**src/rtl/lc3_decode.sv**
```systemverilog
// LC-3 decode stage: waits MEM_LAT cycles after decode_start, then captures the instruction into registered fields.
// Optional: define LC3_DECODE_ILLEGAL_TRAP_EN to flag reserved opcode 1101 and turn it into a never-taken BR.
module lc3_decode #(
  parameter int MEM_LAT = 1
) (
  input  logic        clk,
  input  logic        rst_n,
  input  logic        decode_start,
  input  logic [15:0] instr_in,
  output logic [3:0]  opCode_out,
  output logic [2:0]  dr_out,
  output logic [2:0]  sr1_out,
  output logic [2:0]  sr2_out,
  output logic        imm_mode_out,
  output logic [15:0] imm5_out,
  output logic [15:0] offset6_out,
  output logic [8:0]  offset_out,
  output logic [2:0]  br_nzp_out,
  output logic        busy,
  output logic        decode_done,
  output logic        illegal_out
);

  // Handshake: decode_start is accepted only in IDLE or DONE (busy low); decode_done
  // pulses for one cycle when every field output holds the newly captured word.
  typedef enum logic [1:0] {S_IDLE, S_WAIT, S_DONE} state_t;

  localparam logic [2:0] CNT_LOAD = 3'(MEM_LAT - 1);

  state_t     state;
  logic [2:0] cnt;

  logic [3:0] op_d;
  logic [2:0] nzp_d;
  logic       ill_d;

  always_comb begin
    op_d  = instr_in[15:12];
    nzp_d = (instr_in[15:12] == 4'b0000) ? instr_in[11:9] : 3'b000;
    ill_d = 1'b0;
`ifdef LC3_DECODE_ILLEGAL_TRAP_EN
    // Reserved opcode becomes a BR with no condition bits, i.e. a NOP for fetch.
    if (instr_in[15:12] == 4'b1101) begin
      op_d  = 4'b0000;
      nzp_d = 3'b000;
      ill_d = 1'b1;
    end
`endif
  end

  assign busy = (state == S_WAIT);

  always_ff @(posedge clk or negedge rst_n) begin
    if (!rst_n) begin
      state        <= S_IDLE;
      cnt          <= 3'd0;
      opCode_out   <= 4'd0;
      dr_out       <= 3'd0;
      sr1_out      <= 3'd0;
      sr2_out      <= 3'd0;
      imm_mode_out <= 1'b0;
      imm5_out     <= 16'd0;
      offset6_out  <= 16'd0;
      offset_out   <= 9'd0;
      br_nzp_out   <= 3'd0;
      decode_done  <= 1'b0;
      illegal_out  <= 1'b0;
    end else begin
      decode_done <= 1'b0;
      case (state)
        S_IDLE: begin
          if (decode_start) begin
            state <= S_WAIT;
            cnt   <= CNT_LOAD;
          end
        end
        S_WAIT: begin
          if (cnt == 3'd0) begin
            opCode_out   <= op_d;
            dr_out       <= instr_in[11:9];
            sr1_out      <= instr_in[8:6];
            sr2_out      <= instr_in[2:0];
            imm_mode_out <= instr_in[5];
            imm5_out     <= {{11{instr_in[4]}}, instr_in[4:0]};
            offset6_out  <= {{10{instr_in[5]}}, instr_in[5:0]};
            offset_out   <= instr_in[8:0];
            br_nzp_out   <= nzp_d;
            illegal_out  <= ill_d;
            decode_done  <= 1'b1;
            state        <= S_DONE;
          end else begin
            cnt <= cnt - 3'd1;
          end
        end
        S_DONE: begin
          if (decode_start) begin
            state <= S_WAIT;
            cnt   <= CNT_LOAD;
          end else begin
            state <= S_IDLE;
          end
        end
        default: state <= S_IDLE;
      endcase
    end
  end

endmodule

```
**config.mk**
```make
export PLATFORM = sky130hd
export DESIGN_NAME = lc3_decode
export DESIGN_NICKNAME = d
export VERILOG_FILES = /design/src/rtl/lc3_decode.sv
export SDC_FILE = /design/constraint.sdc
export NUM_CORES = 1
export LEC_CHECK = 0
export CAP_MARGIN = 10
export CORE_MARGIN = 2
export CORE_UTILIZATION = 29
export DETAILED_ROUTE_END_ITERATION = 7
export PLACE_DENSITY = 0.72
export RECOVER_POWER = 25
export SLEW_MARGIN = 30
export SYNTH_ARGS = -nofsm -noshare
export SYNTH_HDL_FRONTEND = slang
export SYNTH_SLANG_ARGS = --single-unit
```
**constraint.sdc**
```tcl
create_clock -name clk -period 1.8 [get_ports clk]
set_clock_uncertainty 0.05 [all_clocks]
set_input_delay 0.45 -clock clk [delete_from_list [all_inputs] [get_ports clk]]
set_output_delay 0.45 -clock clk [all_outputs]
set_load 0.02 [all_outputs]
```
== Yosys cells after proc, flatten, opt, wreduce, memory -nomap -nowiden ==
Index checks and enable logic that the tools add are counted.

* Bits in registers: 43
* Input port bits: 19
* Output and inout port bits: 61

* Muxes and demuxes: 10
* Reduce and logical (&&, ||, !) cells: 8
* Add/subtract/negate cells: 1
* Equality and inequality tests: 6

{| class="wikitable"
|+ Operator list
! operator !! number
|-
| $mux W3 || 3
|-
| $pmux W2 S3 || 1
|-
| $pmux W3 S2 || 1
|-
| $logic_not A4 Y1 || 1
|-
| $mux W2 || 2
|-
| $ne A2 B1 Y1 const B || 2
|-
| $ne A2 B2 Y1 const B || 2
|-
| $reduce_and A2 Y1 || 2
|-
| $logic_not A3 Y1 || 1
|-
| $mux W1 || 3
|-
| $reduce_and A3 Y1 || 1
|-
| $sub A3 B1 Y3 const B || 1
|-
| $eq A2 B1 Y1 const B || 1
|-
| $eq A2 B2 Y1 const B || 1
|-
| $logic_not A2 Y1 || 1
|-
| $reduce_bool A2 Y1 || 1
|-
| $reduce_or A2 Y1 || 1
|}

== Depth between registers and ports, before layout ==
Gate-level depths: netlist of run 1.

* Depth in word-level cells: 4
* Mapped depth: 8
* Gate-level depth less buffers: 7

== Worst setup path before layout of run 1 ==
Ideal clock, no wire load.

* Path kind: reg2out
* From: reg offset6_out[4] (netlist name)
* To: out imm5_out[10]
* Stages on the path, launching flop included: 2
* Required time: 1.300 ns
* Setup slack: 0.452 ns
* Buffers on the path: 1
* Arrival time: 0.848 ns
* Cells stage by stage: dfrtp_1 > buf_4

{| class="wikitable"
|+ RTL lines
! what !! line !! source
|-
| end, declared || 15 || <nowiki>output logic [15:0] imm5_out,</nowiki>
|}

== Worst setup path in the final report of run 1 ==
* From: reg sr1_out[0]
* To: out sr1_out[0]

{| class="wikitable"
|+ RTL lines
! what !! line !! source
|-
| start, declared || 12 || <nowiki>output logic [2:0] sr1_out,</nowiki>
|-
| start signal, assigned || 81 || <nowiki>sr1_out <= instr_in[8:6];</nowiki>
|}

No word-level cell between the ends.

==> flow_summary.ini, run 1 <==
[logic_synthesis]
avgSynthCellArea_sq_um = 9.12
yosys-top-cells-area = dfrtp_1 48%, buf_4 24%, nand2_1 15%, ha_1 1.9%, mux2i_1 1.5%
yosysWarnings = 0
yosysTopAreaCell = dfrtp_1
synth.cell_area_sq_um = 1290
ys_seq_area_share_pct = 48.3
synth_seq_cells = 25
ys_types = 18
syn-instance-count = 142
yosysTopAreaCellShare_pct = 48.3
syn_nets = 163

[timing]
fmax_ghz = 0.569
fin_tns_setup_ns = 0
rsz0062_at_grt = no
post-route-period-util_pct = 97.6
finalCriticalPeriod_ns = 1.76
relSlewSlack_pct = 58.0
tightest_slew_ns = 0.629
hold_slack_ns = 0.430
final_hold_viol_count = 0
worst_slack_ns = 0.0438
drv_slew = 0
setup_viol = 0

[pwr]
p_leak_nw = 1.07
powerDensity_nw_per_um2 = 2030
finalPower_w = 0.00382
vdd_drop_max_mv = 0.714

[placed_design]
dp_worst_setup_slack_ns = 0.0740
port_buffers = 78
place.gp.congestion = 0.679
hpwl_mm = 2.01

[routing]
num_vias = 965
wire_per_inst_um = 11.2
wl_mm = 2.66
vias_per_cell = 4.05
firstDrtPassIters = 3
first_iter_violations = 31
drc = 0
drtAntennaViolNets = 0

[die]
io_pins = 80
row_count = 24
dieArea_sq_um = 5020
die_w_um = 70.8
start_util_pct = 29.9
core_sq_um = 4320
fp.dieH_um = 70.8

[setup_path]
critical-path-top-delay-family = buffers and inverters
crit_required_ns = 1.30
critPathKind = reg2out
worstPathArrival_ns = 1.26
cp_max_fo = 3
r2r_cells = 7
critical_path_buf_inv_count = 1
crit_path_cell_trace = clkdlybuf4s50_1
slowest_delay_ns = 0.61
cp-end-kind = primary output
rr_endpoint = br_nzp_out[2]
crit_slowest_cell = clkdlybuf4s50_1
r2r_slack_ns = 0.24
r2r_start = cnt[0]
startpoint_type = flip-flop

[status]
status = finished clean

[clock_tree]
cts_buffers = 3
hold_buffers = 0
cts_tree = yes
htree_levels = 1
postCtsSetupBuffers = 0
path_clk_slew_ns = 0.08
tritoncts_num_sinks = 25
cts_buffer_depth = 2
insertion_delay_ns = 0.26
clockRootBuffer = clkbuf_8

[layout]
area_delta_synth_final_pct = 45.4
drive_gt1_share_pct = 6.99
n_antenna_cell = 0
fin_nets = 208

[global_route]
grt_pass1_vias = 918
grt_pass1_wl_mm = 4.35
grt_usage_pct = 10.8
grt_overflow = 0
grt_max_degree = 26
antenna_found_initial = 0

[worst_hold_path]
min_to = dr_out[1]
min_path_cells = 2
hold_path.class = reg2reg
hp-start = dr_out[1]

[job]
maxCapViolCount = 0
[area by class of cell]
| type | count | area (sq um) |
|---|---|---|
| tap | 52 | 65.1 |
| multi-input combinational | 69 | 330 |
| timing repair buffer | 83 | 797 |
| sequential | 25 | 627 |
| clock buffer | 4 | 45.0 |
| fill | 447 | 2440 |
| inverter | 5 | 18.8 |
[cells in the final DEF (no fill, tap or decap), drive strengths merged, types with 2 or more instances in the layout]
cell / instances
dlygate4sd2: 39
nor2: 2
ha: 2
inv: 5
a22o: 2
o21ai: 4
clkdlybuf4s50: 30
mux2i: 2
clkbuf: 6
dlymetal6s2s: 8
nand2: 51
dfrtp: 25
buf: 3
[sequential cells by signal, summed over array words and instances (netlist names)]
register     cells
offset6_out      1
state            2
br_nzp_out       3
imm5_out         2
offset_out       1
sr1_out          3
decode_done      1
cnt              3
dr_out           3
opCode_out       4
sr2_out          2
[through the flow]
step                      utilization, %  instances  area (sq um)
after global routing                43.5        238          1880
after detailed placement            43.3        234          1870
final                               43.5        238          1880
after floorplan                        -        142          1290
after CTS                           43.3        238          1870
after global placement              43.3        234          1870
[power by group]
group / switching, W / total [W] / internal, W
Combinational: 0.00146 / 0.00250 / 0.00105
Sequential: 0.000172 / 0.000985 / 0.000813
Clock: 0.000169 / 0.000327 / 0.000158
[cell usage after synthesis]
cell type	n
o21ai_1	4
inv_2	1
conb_1	1
nor2b_1	1
nand2_1	51
nand3b_2	1
or4_4	1
mux2_2	1
dfrtp_1	25
mux2i_1	2
buf_4	41
inv_1	4
buf_2	2
nor2_1	1
nor2_2	1
nand3_1	1
ha_1	2
a22o_1	2
[routing by layer]
metal	vias up	track usage [%]	part of all wire (%)
li1	487	-	-
met4	0	2.52	0.56
met3	2	3.70	9.0
met2	47	17.9	47
met1	429	13.7	44
met5	-	0	0
[cells by family (layout without fill, tap and decap cells)]
group / after synthesis / count (layout) / synth area share [%]
compound gates: 6 / 6 / 2.90
buf+inv: 48 / 92 / 26.0
fa+ha+maj: 2 / 2 / 1.93
simple gates: 57 / 57 / 18.2
other cells: 1 / 1 / 0.290
flops: 25 / 25 / 48.3
mux: 3 / 3 / 2.42
[worst max-delay path by stage]
stage | startpoint | to | slack, ns | cells past startpoint
2_1_floorplan | offset6_out[4] | imm5_out[10] | 0.45 | 1
3_3_place_gp | instr_in[13] | br_nzp_out[1] | 0.09 | 3
3_5_place_dp | instr_in[13] | br_nzp_out[2] | 0.07 | 3
4_1_cts | imm5_out[2] | sr2_out[2] | 0.0008 | 1
5_1_grt | dr_out[1] | dr_out[1] | 0.003 | 1
6_report | sr1_out[0] | sr1_out[0] | 0.04 | 1
[timing repair]
| action | in CTS | in global routing |
|---|---|---|
| gates cloned | 0 | 0 |
| gates resized for setup | 40 | 8 |
| setup endpoints to repair | 42 | 8 |
[worst min-delay path: cells and delay by family, from the launching register on]
| kind | cells | cell delay, ns |
|---|---|---|
| flops | 1 | 0.35 |
| simple gates | 2 | 0.10 |
(Power assumes the default switching activity.)
==> run 2, diff against run 1 <==
CORE_MARGIN = 10   (was 2)
==> flow_summary.ini, run 2 (synthesis gave the netlist of run 1 again) <==
[status]
status = finished clean

[layout]
n_antenna_cell = 0
area_delta_synth_final_pct = 44.2
design_area_sq_um = 1870
nFillCells = 456
mostFrequentLayoutCells = 51 x nand2_1, 43 x dlygate4sd2_1, 27 x clkdlybuf4s50_1, 23 x dfrtp_1, 7 x dlymetal6s2s_1
fin_nets = 208
largest_reg_flops = 4
drive_gt1_share_pct = 7.53
largest_register = opCode_out
layout_commonest_cell = nand2_1

[routing]
first_iter_violations = 30
firstDrtPassIters = 3
vias_per_cell = 4.10
num_vias = 976
wire_per_inst_um = 14.3
drc = 0
wl_mm = 3.39
drtAntennaViolNets = 0

[worst_hold_path]
hold_path.class = reg2reg
min_path_cells = 2
min_to = opCode_out[2]
hp-start = opCode_out[2]

[die]
die_w_um = 86.8
dieArea_sq_um = 7540
start_util_pct = 29.7
core_sq_um = 4350
io_pins = 80
row_count = 24
fp.dieH_um = 86.8

[clock_tree]
insertion_delay_ns = 0.26
tritoncts_num_sinks = 25
path_clk_slew_ns = 0.08
cts_tree = yes
hold_buffers = 0
clockRootBuffer = clkbuf_8
htree_levels = 1
cts_buffers = 3
cts_buffer_depth = 2

[setup_path]
r2r_slack_ns = 0.25
rr_endpoint = cnt[1]
r2r_start = cnt[0]
crit_required_ns = 1.30
critPathKind = reg2out
crit_path_cell_trace = clkdlybuf4s50_1
slowest_delay_ns = 0.62
cp-end-kind = primary output
critical-path-top-delay-family = buffers and inverters
crit_slowest_cell = clkdlybuf4s50_1
critical_path_buf_inv_count = 1
startpoint_type = flip-flop
worstPathArrival_ns = 1.24
cp_max_fo = 3
r2r_cells = 6

[timing]
fmax_ghz = 0.574
fin_tns_setup_ns = 0
tightest_slew_ns = 0.640
post-route-period-util_pct = 96.9
relSlewSlack_pct = 57.4
drv_slew = 0
finalCriticalPeriod_ns = 1.74
setup_viol = 0
final_hold_viol_count = 0
rsz0062_at_grt = no

[pwr]
powerDensity_nw_per_um2 = 2050
p_leak_nw = 1.06
vdd_drop_max_mv = 0.772

[job]
maxCapViolCount = 0

[placed_design]
placed_area_sq_um = 1860
port_buffers = 78
hpwl_mm = 2.72
place.gp.congestion = 0.678

[global_route]
grt_overflow = 0
grt_max_degree = 26
grt_usage_pct = 8.61
antenna_found_initial = 0
grt_pass1_wl_mm = 5.27
grt_pass1_vias = 1011
[run 2: cell type report]
class                           count  area (sq um)  area share (%)
Clock buffer                        4          45.0            2.41
Inverter                            5          18.8            1.01
Sequential cell                    25           628            33.6
Multi-Input combinational cell     69           330            17.7
Timing Repair Buffer               83           779            41.8
Tap cell                           52          65.1            3.49
[run 2: repair_timing]
action / in CTS / in global routing
hold endpoints to repair: 0 / 0
endpoints found under the setup margin: 44 / 7
cloned: 0 / 0
setup buffers: 0 / 0
gates resized for setup: 45 / 7
[run 2: how the worst max path moves through the flow]
stage / slack, ns / cells after the start / start / endpoint
6_report: 0.06 / 1 / sr1_out[2] / offset_out[8]
5_1_grt: 0.009 / 1 / opCode_out[0] / opCode_out[0]
4_1_cts: 0.006 / 1 / imm5_out[3] / offset_out[3]
3_5_place_dp: 0.01 / 1 / offset6_out[4] / offset6_out[4]
3_3_place_gp: 0.08 / 1 / offset6_out[4] / imm5_out[11]
2_1_floorplan: 0.45 / 1 / offset6_out[4] / imm5_out[10]
[run 2: metrics by stage]
| step | utilization, % | worst slack, ns | power, W | hold WS, ns | std cells |
|---|---|---|---|---|---|
| floorplan | - | 0.452 | 0.00297 | 0.104 | 142 |
| global placement | 42.7 | 0.0771 | 0.00387 | 0.407 | 234 |
| detailed placement | 42.7 | 0.0116 | 0.00394 | 0.415 | 234 |
| CTS | 42.6 | 0.00565 | 0.00393 | 0.443 | 238 |
| global route | 42.9 | 0.00888 | 0.00413 | 0.462 | 238 |
| finish | 42.9 | 0.0565 | 0.00382 | 0.434 | 238 |
[run 2: metal layers]
layer | part of all wire (%) | GRT usage [%]
met1 | 39 | 9.37
met5 | 0 | 0
met2 | 48 | 14.5
met3 | 13 | 4.60
met4 | 0.41 | 1.77
[run 2: power breakdown]
part / switching, W / leakage [nW] / internal [W]
Clock: 0.000159 / 0.0228 / 0.000158
Sequential: 0.000189 / 0.314 / 0.000815
Combinational: 0.00150 / 0.724 / 0.000996
